**src/rtl/riscv_irq_ctrl.sv**
```systemverilog
// riscv_irq_ctrl
// Interrupt controller sitting in front of a RISC-V core. Raw, asynchronous
// event lines are synchronised, classified as edge- or level-type, latched
// into PENDING, gated by MASK and presented to the core on irq_o. A small
// register port (two-state IDLE/RESP handshake) gives access to MASK,
// PENDING (W1C), SET (W1S) and EDGE.
//
// Ports
//   clk           single clock, rising edge
//   rst           asynchronous active-high reset
//   event_i[31:0] raw interrupt sources (asynchronous to clk)
//   irq_o[31:0]   registered PENDING & MASK
//   save_cause_i  core accepted a trap this cycle
//   cause_i[5:0]  bit 5 = interrupt, bits 4:0 = line index
//   reg_req_i     register access request
//   reg_we_i      1 = write, 0 = read
//   reg_addr_i    byte address, bits 3:2 select the register
//   reg_wdata_i   write data
//   reg_rdata_o   read data, zero unless reg_ready_o is high
//   reg_ready_o   one-cycle completion strobe
module riscv_irq_ctrl #(
  parameter int SYNC_STAGES = 2  // legal range 2..4
) (
  input  logic        clk,
  input  logic        rst,
  input  logic [31:0] event_i,
  output logic [31:0] irq_o,
  input  logic        save_cause_i,
  input  logic [5:0]  cause_i,
  input  logic        reg_req_i,
  input  logic        reg_we_i,
  input  logic [3:0]  reg_addr_i,
  input  logic [31:0] reg_wdata_i,
  output logic [31:0] reg_rdata_o,
  output logic        reg_ready_o
);

  typedef enum logic {
    IDLE = 1'b0,
    RESP = 1'b1
  } state_t;

  localparam logic [1:0] ADDR_MASK = 2'd0;
  localparam logic [1:0] ADDR_PEND = 2'd1;
  localparam logic [1:0] ADDR_SET  = 2'd2;
  localparam logic [1:0] ADDR_EDGE = 2'd3;

  logic [SYNC_STAGES-1:0][31:0] r_sync;
  logic [31:0] r_prev;
  logic [31:0] r_mask;
  logic [31:0] r_pending;
  logic [31:0] r_edge;
  logic [31:0] r_irq;
  logic [31:0] r_rdata;
  logic        r_ready;
  state_t      r_state;

  state_t      w_state_nxt;
  logic        w_accept;
  logic        w_wr;
  logic [1:0]  w_sel;
  logic [31:0] w_sync;
  logic [31:0] w_rise;
  logic [31:0] w_ack;
  logic [31:0] w_w1c;
  logic [31:0] w_setw;
  logic [31:0] w_edge_arm;
  logic [31:0] w_rd_data;
  logic [31:0] w_edge_pend;
  logic [31:0] w_pending_nxt;
  logic        w_unused;

  // Byte-lane bits of the address carry no meaning.
  assign w_unused = ^reg_addr_i[1:0];

  assign w_sel  = reg_addr_i[3:2];
  assign w_wr   = w_accept & reg_we_i;
  assign w_sync = r_sync[SYNC_STAGES-1];
  assign w_rise = w_sync & ~r_prev;

  // Only interrupt causes acknowledge a line; exceptions leave PENDING alone.
  assign w_ack = (save_cause_i && cause_i[5]) ? (32'h0000_0001 << cause_i[4:0]) : 32'h0000_0000;

  // Synchroniser chain plus one extra flop used for rising-edge detection.
  always_ff @(posedge clk or posedge rst) begin
    if (rst) begin
      r_sync <= '0;
      r_prev <= 32'h0000_0000;
    end else begin
      r_sync[0] <= event_i;
      for (int k = 1; k < SYNC_STAGES; k++) begin
        r_sync[k] <= r_sync[k-1];
      end
      r_prev <= w_sync;
    end
  end

  // Register decode: read mux (pre-write values) and write strobes.
  always_comb begin
    w_rd_data  = 32'h0000_0000;
    w_w1c      = 32'h0000_0000;
    w_setw     = 32'h0000_0000;
    w_edge_arm = 32'h0000_0000;
    case (w_sel)
      ADDR_MASK: w_rd_data = r_mask;
      ADDR_PEND: begin
        w_rd_data = r_pending;
        if (w_wr) w_w1c = reg_wdata_i;
      end
      ADDR_SET: begin
        if (w_wr) w_setw = reg_wdata_i;
      end
      ADDR_EDGE: begin
        w_rd_data = r_edge;
        // Lines switching level->edge must start with nothing pending.
        if (w_wr) w_edge_arm = reg_wdata_i & ~r_edge;
      end
      default: w_rd_data = 32'h0000_0000;
    endcase
  end

  // Set beats clear on edge lines; level lines simply mirror sync.
  assign w_edge_pend   = (r_pending & ~(w_ack | w_w1c)) | w_rise | w_setw;
  assign w_pending_nxt = ((r_edge & w_edge_pend) | (~r_edge & w_sync)) & ~w_edge_arm;

  // Control/status registers and the registered interrupt output.
  always_ff @(posedge clk or posedge rst) begin
    if (rst) begin
      r_mask    <= 32'h0000_0000;
      r_edge    <= 32'h0000_0000;
      r_pending <= 32'h0000_0000;
      r_irq     <= 32'h0000_0000;
    end else begin
      if (w_wr && (w_sel == ADDR_MASK)) r_mask <= reg_wdata_i;
      if (w_wr && (w_sel == ADDR_EDGE)) r_edge <= reg_wdata_i;
      r_pending <= w_pending_nxt;
      r_irq     <= r_pending & r_mask;
    end
  end

  // Access FSM state register.
  always_ff @(posedge clk or posedge rst) begin
    if (rst) begin
      r_state <= IDLE;
    end else begin
      r_state <= w_state_nxt;
    end
  end

  // Access FSM next-state: accept in IDLE, spend exactly one cycle in RESP.
  always_comb begin
    w_state_nxt = r_state;
    w_accept    = 1'b0;
    case (r_state)
      IDLE: begin
        if (reg_req_i) begin
          w_accept    = 1'b1;
          w_state_nxt = RESP;
        end
      end
      RESP:    w_state_nxt = IDLE;
      default: w_state_nxt = IDLE;
    endcase
  end

  // Response registers: ready/rdata are high only during the RESP cycle.
  always_ff @(posedge clk or posedge rst) begin
    if (rst) begin
      r_ready <= 1'b0;
      r_rdata <= 32'h0000_0000;
    end else begin
      r_ready <= w_accept;
      r_rdata <= w_accept ? w_rd_data : 32'h0000_0000;
    end
  end

  assign irq_o       = r_irq;
  assign reg_ready_o = r_ready;
  assign reg_rdata_o = r_rdata;

endmodule
```
**config.mk**
```make
export PLATFORM = sky130hd
export DESIGN_NAME = riscv_irq_ctrl
export DESIGN_NICKNAME = d
export VERILOG_FILES = /design/src/rtl/riscv_irq_ctrl.sv
export SDC_FILE = /design/constraint.sdc
export NUM_CORES = 1
export LEC_CHECK = 0
export ABC_CLOCK_PERIOD_IN_PS = 17100
export BUFFER_PORTS_ARGS = -buffer_cell sky130_fd_sc_hd__buf_2
export CAP_MARGIN = 5
export CORE_AREA = 2 2 174 176
export CTS_BUF_LIST = sky130_fd_sc_hd__clkbuf_4 sky130_fd_sc_hd__clkbuf_8 sky130_fd_sc_hd__clkbuf_16
export CTS_CLUSTER_SIZE = 16
export DETAILED_ROUTE_END_ITERATION = 12
export DIE_AREA = 0 0 176 178
export GPL_TIMING_DRIVEN = 0
export HOLD_SLACK_MARGIN = 0.02
export PLACE_DENSITY_LB_ADDON = 0.12
export SLEW_MARGIN = 5
export SYNTH_ARGS = -nofsm -noshare
export SYNTH_HDL_FRONTEND = slang
export SYNTH_SLANG_ARGS = --single-unit
```
**constraint.sdc**
```tcl
create_clock -name clk -period 17.1 [get_ports clk]
set_input_delay 0.855 -clock clk [delete_from_list [all_inputs] [get_ports clk]]
set_output_delay 0.855 -clock clk [all_outputs]
set_load 0.01 [all_outputs]
```
Word level (Yosys, flattened, before mapping)
Cells that the tools add are included.
- logic and storage cells: 46
- input port bits: 79
- bits in registers: 258
- output and inout bits: 65
- bitwise logic cells: 17
- multiplexer cells: 11
- shifts and indexed selects: 1
- equal/unequal tests: 3
- reductions and logical operators: 4
- operator list (operator ; number):
    $and 32x32->32 ; 7
    $mux 32 ; 7
    $not 32->32 ; 4
    $or 32x32->32 ; 4
    $pmux 32 s3 ; 1
    $shl 1x5->32 const A ; 1
    $eq 2x2->1 const B ; 2
    $logic_and 1x1->1 ; 3
    $eq 2x1->1 const B ; 1
    $logic_not 2->1 ; 1
    $mux 1 ; 2
    $pmux 1 s2 ; 1
    $and 1x1->1 ; 1
    $not 1->1 ; 1

Longest topological paths before layout
Gate-level depths: netlist of run 1.
- word-level depth: 13
- gate-level depth with buffers: 9
- mapped depth without buffers: 5

Least setup slack after synthesis of run 1
OpenSTA, ideal clock, no wires.
- kind: input-to-reg
- from: input reg_addr_i[3]
- to: register r_mask[19]
- path slack: 15041 ps
- arrival time: 1935 ps
- data required time: 16975 ps
- setup time: 125 ps
- path buffers: 3
- cell stages on the path: 6
- path through: buf_2 > nor2_2 > and2_1 > clkbuf_2 > buf_4 > mux2_2
- word-level cells in the longest chain between the ends: 2
- ends and longest elaborated chain (element ; line ; source):
    start: declaration ; 32 ; input logic [3:0] reg_addr_i,
    $logic_not 2->1 ; 134 ; if (w_wr && (w_sel == ADDR_MASK)) r_mask <= reg_wdata_i;
    $logic_and 1x1->1 ; 134 ;
    end signal: assignment ; 134 ;
    end: declaration ; 50 ; logic [31:0] r_mask;
Every way passes these cells.
A chain may end at the register's enable or synchronous reset.

Worst setup path after layout of run 1
- from: input cause_i[1]
- to: register r_pending[25]
- word-level cells in the longest chain between the ends: 10
- ends and longest elaborated chain (element ; line ; source):
    start: declaration ; 29 ; input logic [5:0] cause_i,
    $shl 1x5->32 ; 82 ; assign w_ack = (save_cause_i && cause_i[5]) ? (32'h0000_0001 << cause_i[4:0]) : 32'h0000_0000;
    $mux 32 ; 82 ;
    $or 32x32->32 ; 123 ; assign w_edge_pend = (r_pending & ~(w_ack | w_w1c)) | w_rise | w_setw;
    $not 32->32 ; 123 ;
    $and 32x32->32 ; 123 ;
    $or 32x32->32 (2 in series) ; 123 ;
    $and 32x32->32 ; 124 ; assign w_pending_nxt = ((r_edge & w_edge_pend) | (~r_edge & w_sync)) & ~w_edge_arm;
    $or 32x32->32 ; 124 ;
    $and 32x32->32 ; 124 ;
    net w_pending_nxt[25] ; 70 ; logic [31:0] w_pending_nxt;
    end signal: assignment ; 136 ; r_pending <= w_pending_nxt;
    end: declaration ; 51 ; logic [31:0] r_pending;
The timed path passes the listed nets, and every way through them passes these cells.

==> results list, run 1 <==
* Detail Placement HPWL: 18000 um
- Clock latency on the worst-skew pair, taken at its later pin, is 550 ps.
- Arrival time reported for the critical path endpoint: 2570 ps
* Number of buffers inserted to repair setup after CTS: 0
- Synthesized netlist net count: 927
- TritonCTS created 28 clock buffers.
* Leading cell type by number of instances after synthesis: sky130_fd_sc_hd__dfrtp_1
* Clock sink count: 257
* Number of hold violations in the final report: 0
- Timing would allow up to 466 MHz.
- Worst-case clock buffer depth: 3
* Average wire per standard cell: 19.3 um
- Area enclosed by the die boundary: 31300 um2
* Post-synthesis cell count: 848
- The run finished with clean final reports.
- Largest area contributor in the synthesized netlist: sky130_fd_sc_hd__dfrtp_1
- Delay of the slowest critical-path stage: 650 ps
- VDD sags by at most 0.0619 mV.
- Leading cell types by total area after synthesis: sky130_fd_sc_hd__dfrtp_1, sky130_fd_sc_hd__mux2_2, sky130_fd_sc_hd__nand2_1, sky130_fd_sc_hd__nand3_1, sky130_fd_sc_hd__a2bb2oi_2
* Die W: 176 um
- Number of distinct standard cells referenced by the synthesized netlist: 37
- The floorplan has 63 rows.
- Dividing the final minimum period by the clock period gives 12.6%.
- DRT iter0 DRCs: 505
* Startpoint of the worst register-to-register path: reg_ready_o
- The first detailed-routing pass took 5 iterations.
- Final Util: 42.1%
- For this design, the CTS-stage hold fixing added 0 buffers.
- Growth of design area from synthesis to finish: 22.1%
* Slew of the pin with the lowest slew margin: 806 ps
- Entering global routing, the biggest net connects 108 pins.
- Number of nets at the end of the flow: 1097
* Count of unresolved DRC violations after routing: 0
* Antenna viol nets, final: 0
* Startpoint type of the worst setup path: primary input
- Setup repair after global routing missed its margin: false
* Number of global-route vias before repair: 7111
* Root buffer cell: sky130_fd_sc_hd__clkbuf_16
* Starting Density: 34.5%
* Via Count: 6956
- In this run the critical register-to-register path is captured at r_pending[9].
- Summed over its instances, the top area cell type makes up 63.4% of the synthesized netlist area.
* Maximum fanout along the worst path: 10
* IO Port Bufs: 138
* Count of H-tree levels built during CTS: 1
- Dividing the synthesized area by the synthesized cell count gives 12.0 um2.
* Critical path class: primary input to flop
- Main synth FF type: sky130_fd_sc_hd__dfrtp_1
* Fin Clk Skew: 13.9 ps
- In this run the power density over the cells is 131 nW/um2.
* Initial antenna violation count: 2
- GR Overflow Total: 0
- Drt via density: 4.86
- I/O pins: 144
- Shortest clock period the worst path allows after layout: 2150 ps
- Sequential cell area fraction in the yosys report: 63.4%
- Clock-pin transition on the worst setup and hold timing paths: 60 ps
- Cell types with the highest counts after synthesis: sky130_fd_sc_hd__dfrtp_1, sky130_fd_sc_hd__nand2_1, sky130_fd_sc_hd__nand3_1
* Slew Viols, Final: 0
* GR Util All Layers: 18.0%
* Count of flip-flops with a built-in enable after synthesis: 0
- Floorplan Core Area: 29400 um2
* Share of layout cells above drive strength 1: 31.8%
* Count of warnings emitted by yosys: 0
- TritonCTS clock tree: done
- Accumulated negative setup slack: 0 ps
- Once the clock tree was built, the resizer swapped 0 gates to a different size.
- For this design, the slowest cell found on the critical path is sky130_fd_sc_hd__clkbuf_1.
* Chain of cells forming the critical path: buf_2 > and3b_1 > clkbuf_1 > clkbuf_1 > nand2_1 > nand3_1 > a2bb2oi_2
* Routed wire length: 27600 um
- The die is 178 um tall.
- Required time at the endpoint of the critical path: 17530 ps
- The first global-routing pass estimated 42800 um of wire.
- In this run the static leakage power is 5.83 nW.
* Setup violations, final: 0
* Worst slew margin relative to its limit: 46.3%
- The design draws 0.00162 W.
* Logic depth of the worst register-to-register path: 6
- Max-cap violations in this run came to 0.
- Worst min-delay path category: primary input to asynchronous set/reset pin
* Synthesized flop and latch total: 257
- Placer congestion estimate: 0.820
* R2R setup slack: 15030 ps
- In this design, the critical path's most frequently occurring cell is sky130_fd_sc_hd__clkbuf_1.
- Counting flops with an async set or reset pin after synthesis yields a share of 100%.
- Mapped Area: 10100 um2
- STA classifies the critical path endpoint as a flop.
==> critical path, delay by kind of cell <==
family                 cells  cell delay [ps]
AO/OA/AOI/OAI              1               60
buffers and inverters      3             1090
AND/OR/NAND/NOR            3              570
==> worst max-delay path by stage <==
stage               slack [ps]             to         start
floorplan                 9170       irq_o[0]           rst
global placement          5910      irq_o[14]           rst
detailed placement       14440  r_pending[27]  save_cause_i
CTS                      15020  r_pending[27]  save_cause_i
global route             14870  r_pending[25]    cause_i[1]
finish                   14950  r_pending[25]    cause_i[1]
==> power breakdown <==
group	leakage (nW)	internal (W)	switching [W]
Combinational	2.20	0.000110	0.000115
Clock	0.500	0.000399	0.000246
Sequential	3.13	0.000694	0.0000550
Total	5.83	0.00120	0.000417
==> through the flow <==
step / instances / setup slack [ps] / instance area, um2 / hold slack, ps
2_1_floorplan: 848 / 9170 / 10100 / 331
3_3_place_gp: 1376 / 5910 / 11300 / 333
3_5_place_dp: 1378 / 14440 / 11400 / 335
4_1_cts: 1430 / 15020 / 12400 / 336
5_1_grt: 1431 / 14870 / 12400 / 353
6_report: 1432 / 14950 / 12400 / 333
==> per-layer routing <==
| metal | vias to the layer above | GRT usage (%) | wire length (um) | part of all wire (%) |
|---|---|---|---|---|
| met4 | 2 | 5.23 | 658 | 2.4 |
| met2 | 147 | 28.9 | 12900 | 47 |
| li1 | 3265 | - | - | - |
| met3 | 50 | 2.62 | 1180 | 4.3 |
| met5 | - | 0 | 7 | 0.025 |
| met1 | 3492 | 25.4 | 12900 | 47 |
==> cell usage in the layout, fill, tap and decap left out, drive strengths merged, types with 3 or more instances in the layout <==
cell type,synthesis,layout
a21oi,66,66
a22oi,32,32
a2bb2oi,24,24
and2,35,35
and3b,3,3
buf,25,165
bufinv,0,5
clkbuf,25,60
clkinv,0,10
dfrtp,257,257
inv,33,33
mux2,64,64
nand2,112,112
nand3,72,72
nand4,7,7
nor2,36,36
nor2b,5,5
nor4b,4,4
nor4bb,3,3
o21ai,30,30
o311ai,3,3
==> layout make-up <==
type                       instances  area [um2]
antenna                            2        5.00
buffer                            50         269
clock buffer                      35         783
clock inverter                    17         215
fill                            2857       17000
inverter                          33         131
multi-input combinational        508        3320
sequential                       257        6430
tap                              390         488
timing repair buffer             140         746
==> registers in the layout, indices dropped and copies added, names as in the netlist <==
register,flops
reg_rdata_o,32
r_pending,32
reg_ready_o,1
r_edge,32
r_sync,32
irq_o,32
r_prev,32
w_sync,32
r_mask,32
==> logic make-up after synthesis <==
group                  share of synthesized area [%]
AOI/OAI and AO/OA                               12.3
DFF                                             63.4
and+or+nand+nor                                 13.3
muxes                                           7.10
buffers and inverters                           3.87
No activity file was read; power rests on OpenSTA's default activity.
==> run 2: changes to the inputs <==
--- a/config.mk
+++ b/config.mk
@@ -5,14 +5,15 @@
 export SDC_FILE = /design/constraint.sdc
 export NUM_CORES = 1
 export LEC_CHECK = 0
-export ABC_CLOCK_PERIOD_IN_PS = 17100
+export ABC_AREA = 1
+export ABC_CLOCK_PERIOD_IN_PS = 1760
 export BUFFER_PORTS_ARGS = -buffer_cell sky130_fd_sc_hd__buf_2
 export CAP_MARGIN = 5
-export CORE_AREA = 2 2 174 176
+export CORE_AREA = 2 2 175 177
 export CTS_BUF_LIST = sky130_fd_sc_hd__clkbuf_4 sky130_fd_sc_hd__clkbuf_8 sky130_fd_sc_hd__clkbuf_16
 export CTS_CLUSTER_SIZE = 16
 export DETAILED_ROUTE_END_ITERATION = 12
-export DIE_AREA = 0 0 176 178
+export DIE_AREA = 0 0 177 179
 export GPL_TIMING_DRIVEN = 0
 export HOLD_SLACK_MARGIN = 0.02
 export PLACE_DENSITY_LB_ADDON = 0.12
==> constraint.sdc (replaced) <==
create_clock -name clk -period 1.76 [get_ports clk]
set_input_delay 0.088 -clock clk [delete_from_list [all_inputs] [get_ports clk]]
set_output_delay 0.088 -clock clk [all_outputs]
set_load 0.01 [all_outputs]
==> run 2 against run 1 <==
Setup slack got worse by 15000 ps. Via count rose by 20%. Sequential share of layout area fell by 3.4 points. Total power rose to 9.6 times the previous value. Cell count rose by 25%. Sequential cell count did not move. Global-route usage rose by 1.5 points. Synthesized cell count rose by 33%. Largest power group unchanged. Largest cell class unchanged. Area after synthesis rose by 1.4%. Routed wire length rose by 9.1%.
==> results list, run 2 <==
- Synthesized flop and latch total: 257
- Starting Density: 34.3%
* IO Port Bufs: 136
- Detail Placement HPWL: 20900 um
* Hold Crit Endpoint: r_pending[7]
* DRT iter0 DRCs: 565
- Global routing used 19.5% of the available tracks across all layers.
* GR Overflow Total: 0
- The die is 177 um wide.
- CP startpoint: reg_ready_o
* Average wire per standard cell: 16.9 um
* Number of buffers inserted to repair setup after CTS: 0
- For the worst setup path, the data required time is 2150 ps.
- Count of warnings emitted by yosys: 0
- The max-slew violation count came to 0.
- In this run, synthesis inferred 0 flip-flops with an integrated enable.
- Counting I/O delays and the setup requirement, the final critical path takes 1660 ps.
- Critical path class: flop to flop
* Simple-gate portion of the synthesized area: 21.8%
* Startpoint type of the worst setup path: flop
* Area share of the largest cell type after synthesis: 62.5%
- Ranked by instance count, the synthesized netlist is headed by sky130_fd_sc_hd__dfrtp_1, sky130_fd_sc_hd__nand2_1, sky130_fd_sc_hd__inv_1.
* Fin Clk Skew: 13.4 ps
- Hold path depth: 7
* Final Util: 44.1%
* Drt via density: 4.66
- Chain of cells forming the critical path: inv_4 > nand3_4 > nor2_2 > buf_4 > buf_4 > o22ai_1
* Most common cell after layout, fill and taps aside: sky130_fd_sc_hd__dfrtp_1
- In this run the count of I/O pins placed on the die edge is 144.
- Synth Area in Compound Gates: 7.30%
- CTS built an H-tree with a depth of 1.
- Final period util: 94.4%
- PnR Total Power: 0.0156 W
* Floorplan Core Area: 30000 um2
* Routed wire length: 30100 um
* Fmax achieved: 602 MHz
* Setup repair after global routing missed its margin: false
* Growth of design area from synthesis to finish: 28.9%
* Multiplexer share of the synthesized area: 0%
* Count of unresolved DRC violations after routing: 0
* Initial antenna violation count: 3
- The clock passes through at most 3 buffers.
- Antenna viol nets, final: 0
- Largest net degree at the start of global routing: 40
* Number of maximum-capacitance constraint violations: 0
* Post-synthesis cell count: 1130
* Clock-pin transition on the worst setup and hold timing paths: 60 ps
- Number of global-route vias before repair: 8223
- Slew of the pin with the lowest slew margin: 824 ps
- Startpoint of the most critical hold path: cause_i[3]
- The number of nets in the synthesized netlist is 1209.
- The flow ran to the end, and the final reports show no timing, DRC or antenna violations.
* Crit-path most repeated cell: sky130_fd_sc_hd__buf_4
* Leakage dissipation: 6.88 nW
- Of the total synthesized cell area, the portion taken by full adders, half adders and majority gates is 0%.
- Measured against its own limit, the worst slew margin works out to 45.1%.
- Yosys mapped the design onto 22 distinct sky130hd cell types.
- The critical path contains buffers and inverters numbering 3 combined.
- The first global-routing pass estimated 46800 um of wire.
- The worst register-to-register path has a setup slack of 100 ps.
- Die boundary height: 179 um
* Setup violations, final: 0
- After synthesis the cells add up to 10300 um2.
* Most frequent cells in the layout: sky130_fd_sc_hd__dfrtp_1, sky130_fd_sc_hd__nand2_1, sky130_fd_sc_hd__buf_2
- The worst register-to-register path ends at r_edge[6].
- The average instance in the mapped netlist occupies 9.10 um2.
* Maximum fanout along the worst path: 10
- Dominant combinational cell family by area after synthesis: simple AND/OR/NAND/NOR gates
- The number of clock buffers added by TritonCTS is 28.
- The worst register-to-register path has a depth of 6.
* Share of layout cells above drive strength 1: 17.4%
- Grouping stages by cell kind, the critical path spends the most delay in buffers and inverters.
* Pwr per Cell Area: 1180 nW/um2
- STA puts the critical path data arrival time at 2050 ps.
- IR analysis of the VDD net gives a maximum drop of 0.665 mV.
* Delay of the slowest critical-path stage: 410 ps
- Area enclosed by the die boundary: 31700 um2
- The hold violation total from the final report is 0.
* Clock sink count: 257
- Cell Rows: 64
* Worst skew pair latency: 540 ps
* Main synth FF type: sky130_fd_sc_hd__dfrtp_1
- The synthesized netlist devotes 0% of its cell area to XOR and XNOR gates.
* Placer congestion estimate: 0.840
* Ys async rst share: 100%
- Startpoint of the worst register-to-register path: reg_ready_o
- Leading cell types by total area after synthesis: sky130_fd_sc_hd__dfrtp_1, sky130_fd_sc_hd__nand2_1, sky130_fd_sc_hd__inv_1, sky130_fd_sc_hd__nand3_1, sky130_fd_sc_hd__nor2_1
- On the critical path, the stage with the largest delay is an instance of sky130_fd_sc_hd__dfrtp_1.
* Sequential cell area fraction in the yosys report: 62.5%
- Via Count: 8324
* Leading cell type by number of instances after synthesis: sky130_fd_sc_hd__dfrtp_1
- Clock tree synthesis selected as its root buffer the cell sky130_fd_sc_hd__clkbuf_16.
* Largest area contributor in the synthesized netlist: sky130_fd_sc_hd__dfrtp_1
* Router iterations before antenna repair: 5
- TritonCTS clock tree: done
- The worst setup path is captured at a flop.
- Worst min-delay path category: primary input to flop
* Number of nets at the end of the flow: 1449
run 2: changes by cell type in the layout (fill, tap and decap cells not counted), moves of 31 or more:
| cell | before | now |
|---|---|---|
| sky130_fd_sc_hd__mux2_2 | 63 | 0 |
| sky130_fd_sc_hd__inv_1 | 32 | 151 |
| sky130_fd_sc_hd__nand3_1 | 72 | 109 |
| sky130_fd_sc_hd__dlygate4sd3_1 | 0 | 67 |
| sky130_fd_sc_hd__and2_1 | 34 | 0 |
| sky130_fd_sc_hd__nand2_1 | 112 | 247 |
| sky130_fd_sc_hd__a22oi_1 | 32 | 0 |
| sky130_fd_sc_hd__o211ai_1 | 1 | 32 |
| sky130_fd_sc_hd__nor2_1 | 35 | 142 |
run 2: per-layer routing:
layer	routed length, um	up-vias	part of all wire (%)	GRT usage, %
li1	-	4061	-	-
met1	13800	4006	46	27.4
met2	14000	218	46	31.3
met3	1680	37	5.6	2.93
met4	670	2	2.2	5.61
met5	13	-	0.043	0
run 2: logic make-up after synthesis:
kind of cell           count (synthesis)
and+or+nand+nor                      536
AOI/OAI and AO/OA                    128
buffers and inverters                209
DFF                                  257
run 2: timing repair:
item / CTS / global route
endpoints found under the setup margin: 29 / 17
resized for setup: 4 / 4
endpoints found under the hold margin: 155 / 0
gates cloned: 0 / 0
hold buffers: 67 / 0
run 2: tightest hold or removal path, stage by stage:
cell and delay (ps):
sky130_fd_sc_hd__buf_2 110, sky130_fd_sc_hd__nor2_1 60, sky130_fd_sc_hd__nand2_1 90, sky130_fd_sc_hd__nand3_1 80, sky130_fd_sc_hd__nand2_1 50, sky130_fd_sc_hd__nand2_1 40, sky130_fd_sc_hd__inv_1 40
run 2: stage by stage:
stage	hold slack (ps)	setup slack [ps]	TNS, ps	cell area [um2]	instances
final	58.7	98.6	0	13300	1787
after global routing	84.9	11.4	0	13300	1787
after CTS	37.5	62.8	0	13200	1785
after floorplan	119	-1710	-440400	10300	1130
after detailed placement	197	-78.8	-168	11600	1669
after global placement	195	-3510	-894410	11500	1662
run 2: worst max-delay path by stage:
| stage | endpoint | slack (ps) | cells after the start |
|---|---|---|---|
| final | r_edge[6] | 100 | 6 |
| after global routing | r_edge[0] | 10 | 6 |
| after CTS | r_edge[1] | 60 | 6 |
| after detailed placement | reg_rdata_o[12] | -80 | 6 |
| after global placement | irq_o[24] | -3510 | 2 |
| after floorplan | irq_o[0] | -1710 | 1 |
run 2: power breakdown:
part / internal, W / switching, W
Sequential: 0.00675 / 0.000493
Clock: 0.00372 / 0.00235
Combinational: 0.000930 / 0.00137
run 2: cell type report:
type                    count  area, um2
diodes                      2       5.00
plain buffers              55        285
clock buffers              39        832
clock inverters            10        133
fillers                  3001      16800
inverters                 154        584
multi-input cells         664       3000
flip-flops and latches    257       6430
well taps                 396        495
repair buffers            210       1490
